## src/rtl/lsu_mem_port.sv

```systemverilog
// ============================================================================
// lsu_mem_port : byte/half/word load-store initiator onto a word-wide data RAM,
//                with byte-lane merging and two-access split for spanning requests.
// Revision     : 1.0
// ============================================================================
`default_nettype none

module lsu_mem_port #(
  parameter int ADDR_W = 12
) (
  input  logic              clk,
  input  logic              rst_n,
  input  logic              req_valid,
  output logic              req_ready,
  input  logic              req_we,
  input  logic [ADDR_W+1:0] req_addr,
  input  logic [1:0]        req_size,
  input  logic              req_signed,
  input  logic [31:0]       req_wdata,
  output logic              resp_valid,
  output logic [31:0]       resp_rdata,
  output logic              mem_w_en,
  output logic [ADDR_W-1:0] mem_address,
  output logic [31:0]       mem_write_data,
  input  logic [31:0]       mem_read_data
);

  typedef enum logic [1:0] {
    IDLE = 2'd0,
    ACC0 = 2'd1,
    ACC1 = 2'd2,
    RESP = 2'd3
  } state_t;

  state_t              state_q, state_d;
  logic                we_q;
  logic [1:0]          off_q;
  logic [1:0]          size_q;
  logic                signed_q;
  logic [31:0]         wdata_q;
  logic [ADDR_W-1:0]   addr_q, addr_d;
  logic [31:0]         ld_q, ld_d;
  logic [31:0]         rdata_q, rdata_d;
  logic [31:0]         ld_ext;
  logic [31:0]         wr_word;
  logic [2:0]          nbytes;
  logic                span;
  logic                accessing;
  logic                in_acc1;
  logic [2:0]          lane_k;
  logic                lane_hit;

  assign nbytes    = (size_q == 2'd0) ? 3'd1 : (size_q == 2'd1) ? 3'd2 : 3'd4;
  assign span      = ({1'b0, off_q} + nbytes) > 3'd4;
  assign accessing = (state_q == ACC0) || (state_q == ACC1);
  assign in_acc1   = (state_q == ACC1);

  assign req_ready      = (state_q == IDLE) && rst_n;
  assign resp_valid     = (state_q == RESP) && rst_n;
  // Gated by rst_n so a reset during an access never commits that access.
  assign mem_w_en       = accessing && we_q && rst_n;
  assign mem_write_data = mem_w_en ? wr_word : 32'd0;
  assign mem_address    = addr_q;
  assign resp_rdata     = rdata_q;

  always_comb begin
    state_d  = state_q;
    addr_d   = addr_q;
    ld_d     = ld_q;
    rdata_d  = rdata_q;
    wr_word  = mem_read_data;
    lane_k   = 3'd0;
    lane_hit = 1'b0;
    ld_ext   = 32'd0;

    if (state_q == IDLE) begin
      ld_d = 32'd0;
    end

    // lane_k is the request byte index that lands in RAM lane l this access.
    if (accessing) begin
      for (int l = 0; l < 4; l++) begin
        lane_k   = in_acc1 ? (3'(l) + 3'd4 - {1'b0, off_q}) : (3'(l) - {1'b0, off_q});
        lane_hit = (in_acc1 || (3'(l) >= {1'b0, off_q})) && (lane_k < nbytes);
        if (lane_hit) begin
          wr_word[8*l +: 8]                   = wdata_q[{lane_k[1:0], 3'b000} +: 8];
          ld_d[{lane_k[1:0], 3'b000} +: 8]    = mem_read_data[8*l +: 8];
        end
      end
    end

    case (size_q)
      2'd0:    ld_ext = {{24{signed_q & ld_d[7]}}, ld_d[7:0]};
      2'd1:    ld_ext = {{16{signed_q & ld_d[15]}}, ld_d[15:0]};
      default: ld_ext = ld_d;
    endcase

    if (((state_q == ACC0) && !span) || in_acc1) begin
      rdata_d = we_q ? 32'd0 : ld_ext;
    end

    case (state_q)
      IDLE: begin
        if (req_valid) begin
          state_d = ACC0;
          addr_d  = req_addr[ADDR_W+1:2];
        end
      end
      ACC0: begin
        if (span) begin
          state_d = ACC1;
          addr_d  = addr_q + ADDR_W'(1);
        end else begin
          state_d = RESP;
        end
      end
      ACC1:    state_d = RESP;
      default: state_d = IDLE;
    endcase
  end

  always_ff @(posedge clk) begin
    if (!rst_n) begin
      state_q  <= IDLE;
      we_q     <= 1'b0;
      off_q    <= 2'd0;
      size_q   <= 2'd0;
      signed_q <= 1'b0;
      wdata_q  <= 32'd0;
      addr_q   <= '0;
      ld_q     <= 32'd0;
      rdata_q  <= 32'd0;
    end else begin
      state_q <= state_d;
      addr_q  <= addr_d;
      ld_q    <= ld_d;
      rdata_q <= rdata_d;
      if ((state_q == IDLE) && req_valid) begin
        we_q     <= req_we;
        off_q    <= req_addr[1:0];
        size_q   <= req_size;
        signed_q <= req_signed;
        wdata_q  <= req_wdata;
      end
    end
  end

endmodule

`default_nettype wire
```

## config.mk

```make
export PLATFORM = sky130hd
export DESIGN_NAME = lsu_mem_port
export DESIGN_NICKNAME = d
export VERILOG_FILES = /design/src/rtl/lsu_mem_port.sv
export SDC_FILE = /design/constraint.sdc
export NUM_CORES = 1
export LEC_CHECK = 0
export CORE_ASPECT_RATIO = 2
export CORE_MARGIN = 3
export CORE_UTILIZATION = 65
export CTS_CLUSTER_SIZE = 25
export DETAILED_ROUTE_END_ITERATION = 10
export DONT_BUFFER_PORTS = 1
export HOLD_SLACK_MARGIN = 0.08
export PLACE_DENSITY_LB_ADDON = 0.05
export SETUP_SLACK_MARGIN = 0.1
export SLEW_MARGIN = 20
export SYNTH_ARGS = -nofsm -noshare
export SYNTH_HDL_FRONTEND = slang
export SYNTH_SLANG_ARGS = --single-unit
```

## constraint.sdc

```tcl
create_clock -name clk -period 6.1 [get_ports clk]
set_clock_uncertainty 0.1 [all_clocks]
set_input_delay 0.915 -clock clk [delete_from_list [all_inputs] [get_ports clk]]
set_output_delay 0.915 -clock clk [all_outputs]
set_load 0.01 [all_outputs]
```

# Word-level counts from Yosys, hierarchy flattened
# Cells that the tools add are included.
# Widths: inputs -> output; s select.
# op_classes
n_mux	33
order_cmp	8
bitwise	2
eq_ne	6
shifts	12
n_addsub	14
reduce_logical	19
# op_table
op	n
$mux 32	12
$bwmux 32	4
$shift 8x7->32 const A	4
$shiftx 32x6->8	4
$shiftx 8x7->32	4
$pmux 32 s2	1
$mux 8	4
$neg 5->7	4
$mux 12	2
$pmux 12 s2	1
$mux 3	6
$add 12x1->12 const B	1
$lt 3x3->1	4
$sub 3x2->3 const A	4
$logic_and 1x1->1	9
$pmux 2 s3	1
$sub 1x2->3 const A	2
$sub 2x2->3 const A	2
$logic_or 1x1->1	5
$eq 2x1->1 const B	2
$eq 2x2->1 const B	2
$ge 1x2->1 const A	2
$logic_not 2->1	2
$ne 2x2->1 const B	2
9 further kinds	10
# word_totals
output_inout_bits	79
register_bits	116
in_bits	85
wordCells	103

# Logic depth before layout (Yosys ltp)
# logic_depth
word_depth	19
mapped_depth	17
mapped_depth_nobuf	11

# Worst setup path before layout
# No wires, ideal clock.
# synth_path
kind	register to output
start	reg off_q[1]
end	out mem_write_data[17]
n_path_buf	5
t_arrival_ps	3255
path_stages_with_launch	14
required_time_ps	5085
slack_ps	1830
cell_sequence	dfxtp_1 buf_2 clkbuf_1 inv_1 ha_1 buf_2 inv_2 ha_1 nor4_1 o211a_1 buf_2 clkbuf_1 o21ai_0 a21oi_1
# synth_between
elab_chain_cells	7
elab_cells_between_ends	11
classes_between	add/sub: 2; order compare: 2; shift: 1; mux: 4; reduce/logical: 2
# synth_rtl
element	line_no	source
from (decl)	37	logic [1:0] off_q;
from (signal assigned)	140	off_q <= req_addr[1:0];
parallel branches: the longest is 4 deep, another holds $sub 3x2->3	--	
$mux 8 *	85	if (lane_hit) begin
$mux 32 *	81	if (accessing) begin
$mux 32 *	62	assign mem_write_data = mem_w_en ? wr_word : 32'd0;
to (decl)	24	output logic [31:0] mem_write_data,
# Mark *: on every way between the ends.

# Worst setup path after layout
# layout_path
start	reg off_q[0]
end	reg rdata_q[21] (netlist: resp_rdata[21])
# layout_between
elab_chain_cells	19
elab_cells_between_ends	58
classes_between	add/sub: 13; order compare: 8; shift: 8; mux: 18; bitwise: 2; reduce/logical: 9
# layout_rtl
element	line_no	source
$sub 3x2->3 / $sub 1x2->3 (equally long branches)	83	lane_k = in_acc1 ? (3'(l) + 3'd4 - {1'b0, off_q}) : (3'(l) - {1'b0, off_q});
$mux 3	83	
$neg 5->7	87	ld_d[{lane_k[1:0], 3'b000} +: 8] = mem_read_data[8*l +: 8];
$shiftx 8x7->32 / $shift 8x7->32 (equally long branches)	87	
$bwmux 32	87	
$mux 32	85	
$mux 32	81	
$bwmux 32	87	
(+3 left out)	--	
$mux 32	85	
$mux 32	81	
$bwmux 32	87	
$mux 32	85	
$mux 32	81	
$and 1x1->1, on equally long branches	94, 93	
$pmux 32 s2	92	case (size_q)
$mux 32	99	rdata_d = we_q ? 32'd0 : ld_ext;
to (signal assigned)	137	rdata_q <= rdata_d;
to (decl)	43	logic [31:0] rdata_q, rdata_d;
# Parallel ways exist; a longest one is shown, timed or not. The select of a mux whose other input is x is not followed.
# A chain may end at the register's enable or synchronous reset.

==> flow_summary.yaml <==
setup_path:
  critPathKind: "flip-flop to flip-flop"
  crit_chain: "clkinv_1 > ha_1 > inv_2 > ha_1 > nor4_1 > o211a_1 > nand2_1 > and4_1 > a211oi_1 > a221o_2 > o311ai_1"
  timing.critical_path.buf_inv: 2
  cp_common_cell: "ha_1"
  r2r_slack_ps: 1570
  worstPathArrival_ps: 4710
  critPathRequiredTime_ps: 6270
  cpMaxStageDelayCell: "a211oi_1"
  r2r_cells: 11
  cp_max_fo: 19
  r2r-start: "off_q[0]$_SDFFE_PN0P_"
  end_kind: "flip-flop"
  r2r_end: "resp_rdata[21]$_SDFFE_PN0P_"
  start_kind: "flip-flop"
  worst_path_largest_cell_delay_ps: 690
  critPathTopFamily: "compound AO/OA/AOI/OAI gates"
logic_synthesis:
  netlist_top_cells_count: "nand2_1 (188), dfxtp_1 (116), a21oi_1 (109)"
  avgSynthCellArea_sq_um: 7.67
  synth-edff-count: 0
  yosysMostFrequentCell: "nand2_1"
  syn_area_sq_um: 8140
  ys_async_sr_fraction_pct: 0
  synth_top_area_share_pct: 28.5
  ys_seq_area_share_pct: 28.5
  synth_top_flop_cell: "dfxtp_1"
  synthTopCellsByArea: "dfxtp_1 (29%), mux4_2 (8.9%), nand2_1 (8.7%)"
  synth_nets: 1168
  synthCells: 1062
  synth_seq_cells: 116
  yosysWarningCount: 0
  yosysUniqueCellTypes: 73
  yosys.area.top_type: "dfxtp_1"
sta:
  finalWorstSetupSlack_ps: 1570
  worst_slew_pin_slew_ps: 1160
  max_freq_ghz: 0.221
  report.final.slew_viol_count: 0
  fin_crit_sh_pct: 74.3
  relSlewSlack_pct: 22.3
  setup_tns_ps: 0
  rsz0062_at_grt: "false"
  whs_ps: 408
  finalSetupViolCount: 0
  period_minus_slack_ps: 4530
  hold_viol: 0
grt:
  grt_max_degree: 86
  grt_pass1_wl_microns: 51300
  overflow: 0
  grt_pass1_vias: 8725
  antenna_found_initial: 0
  grtUsageTotal_pct: 49.0
hold_path:
  hp-class: "flip-flop to flip-flop"
  worstHoldStart: "wdata_q[11]$_SDFFE_PN0P_"
  min_to: "wdata_q[11]$_SDFFE_PN0P_"
  hold_depth: 2
place:
  portBuffers: 0
  dp_slack_ps: 1790
  gp_congestion: 1.09
  dpl_cell_area_sq_um: 8110
  dp_hpwl_microns: 24200
die:
  die_x_microns: 85.1
  start_util_pct: 66.8
  die_y_microns: 164
  row_count: 57
  core_sq_um: 12200
  dieArea_sq_um: 14000
  io-pin-count: 164
pwr:
  p_per_area_nw_per_um2: 568
  max-vdd-ir-drop_mv: 0.576
  leakage_nw: 3.11
finish:
  num_antenna_cells: 0
  n_fill_cell: 935
  drive_above_1_share_pct: 10.8
  stdcell_area_sq_um: 8700
  nets: 1119
  syn_to_final_growth_pct: 6.92
  utilization_pct: 71.4
clock_tree:
  cts_buffers: 17
  clk-insertion-delay-late_ps: 420
  cts_resized: 0
  h-tree-depth: 4
  cts_root_buffer: "clkbuf_16"
  clock-sinks: 116
  cts_tree: "yes"
  postCtsSetupRepairBufs: 0
  path_clk_slew_ps: 60
  clk_path_buf_depth: 2
  ctsHoldBuffers: 0
routing:
  wl_per_cell_microns: 29.3
  drtAntennaViolNets: 0
  drc: 0
  vias: 8950
  drt_iter0_markers: 1178
  dr.pass1.iters: 8
  drt-vias-per-instance: 7.63
  wl_microns: 34300
status:
  outcome: "finished, final reports clean"
job:
  cap_violations: 0
flip-flops by register name, indices dropped and copies added, names as in the netlist:
signal and cells:
we_q 1, ld_q 32, state_q 2, off_q 2, wdata_q 32, mem_address 12, size_q 2, signed_q 1
resp_rdata 32
kinds of logic after synthesis:
| logic type | share of synthesized area (%) |
|---|---|
| compound gates | 29.3 |
| xor+xnor | 0.215 |
| fa+ha+maj | 3.23 |
| buf+inv | 5.06 |
| flops | 28.5 |
| mux | 10.7 |
| simple gates | 22.9 |
layer usage:
metal / track usage, % / vias up / wire length, microns / part of all wire, %
li1: - / 3835 / - / -
met1: 51.1 / 4127 / 10400 / 30
met2: 79.4 / 748 / 16300 / 48
met3: 14.3 / 240 / 4040 / 12
met4: 41.1 / 0 / 3630 / 11
met5: 0 / - / 0 / 0
final cells by class:
| cell class | count | area [sq um] | share of cell area [%] |
|---|---|---|---|
| multi-input combinational | 843 | 5430 | 62.3 |
| sequential | 116 | 2320 | 26.7 |
| clock buffer | 18 | 439 | 5.05 |
| tap | 147 | 184 | 2.11 |
| clock inverter | 14 | 153 | 1.75 |
| timing repair buffer | 13 | 97.6 | 1.12 |
| inverter | 22 | 82.6 | 0.949 |
metrics by stage:
| step | total power (W) | instances |
|---|---|---|
| 6_report | 0.00495 | 1173 |
| 5_1_grt | 0.00516 | 1173 |
| 4_1_cts | 0.00478 | 1173 |
| 3_5_place_dp | 0.00377 | 1141 |
| 3_3_place_gp | 0.00370 | 1141 |
| 2_1_floorplan | 0.00304 | 1062 |
placed cells by master (no fill, tap or decap), types with 4 or more instances in the layout:
cell / instances
a211oi_1: 13
a21oi_1: 109
a221o_1: 6
a221oi_1: 13
a22o_1: 8
a22oi_1: 9
a2bb2oi_1: 15
a32oi_1: 7
and2_1: 4
and3_1: 6
buf_4: 13
clkbuf_16: 17
clkinv_4: 5
dfxtp_1: 115
ha_1: 21
inv_1: 18
mux2i_1: 15
mux4_2: 32
nand2_1: 187
nand2b_1: 14
nand3_1: 13
nand4_1: 12
nor2_1: 91
nor2b_1: 24
nor3_1: 19
nor4_1: 8
o211ai_1: 29
o211ai_2: 9
o21ai_0: 91
o22ai_1: 4
o31ai_1: 13
o32ai_1: 4
or3_1: 9
worst max-delay path by stage:
stage / slack, ps / to / cells past startpoint / startpoint
4_1_cts: 1780 / resp_rdata[21]$_SDFFE_PN0P_ / 11 / off_q[0]$_SDFFE_PN0P_
3_5_place_dp: 1790 / resp_rdata[21]$_SDFFE_PN0P_ / 11 / off_q[0]$_SDFFE_PN0P_
3_3_place_gp: 1960 / resp_rdata[21]$_SDFFE_PN0P_ / 11 / off_q[1]$_SDFFE_PN0P_
5_1_grt: 1210 / resp_rdata[21]$_SDFFE_PN0P_ / 11 / off_q[0]$_SDFFE_PN0P_
6_report: 1570 / resp_rdata[21]$_SDFFE_PN0P_ / 11 / off_q[0]$_SDFFE_PN0P_
2_1_floorplan: 1830 / mem_write_data[17] / 13 / off_q[1]$_SDFFE_PN0P_
worst reg2reg max path, cell delays in order, from the launching register on:
cell,delay (ps)
dfxtp_2,340
clkinv_1,290
ha_1,440
inv_2,100
ha_1,230
nor4_1,360
o211a_1,640
nand2_1,150
and4_1,330
a211oi_1,690
a221o_2,560
o311ai_1,170
power by group:
| part | switching, W | internal, W |
|---|---|---|
| combinational | 0.00195 | 0.000857 |
| sequential | 0.000202 | 0.000931 |
| clock | 0.000396 | 0.000616 |
Power figures use the tool's default switching activity.
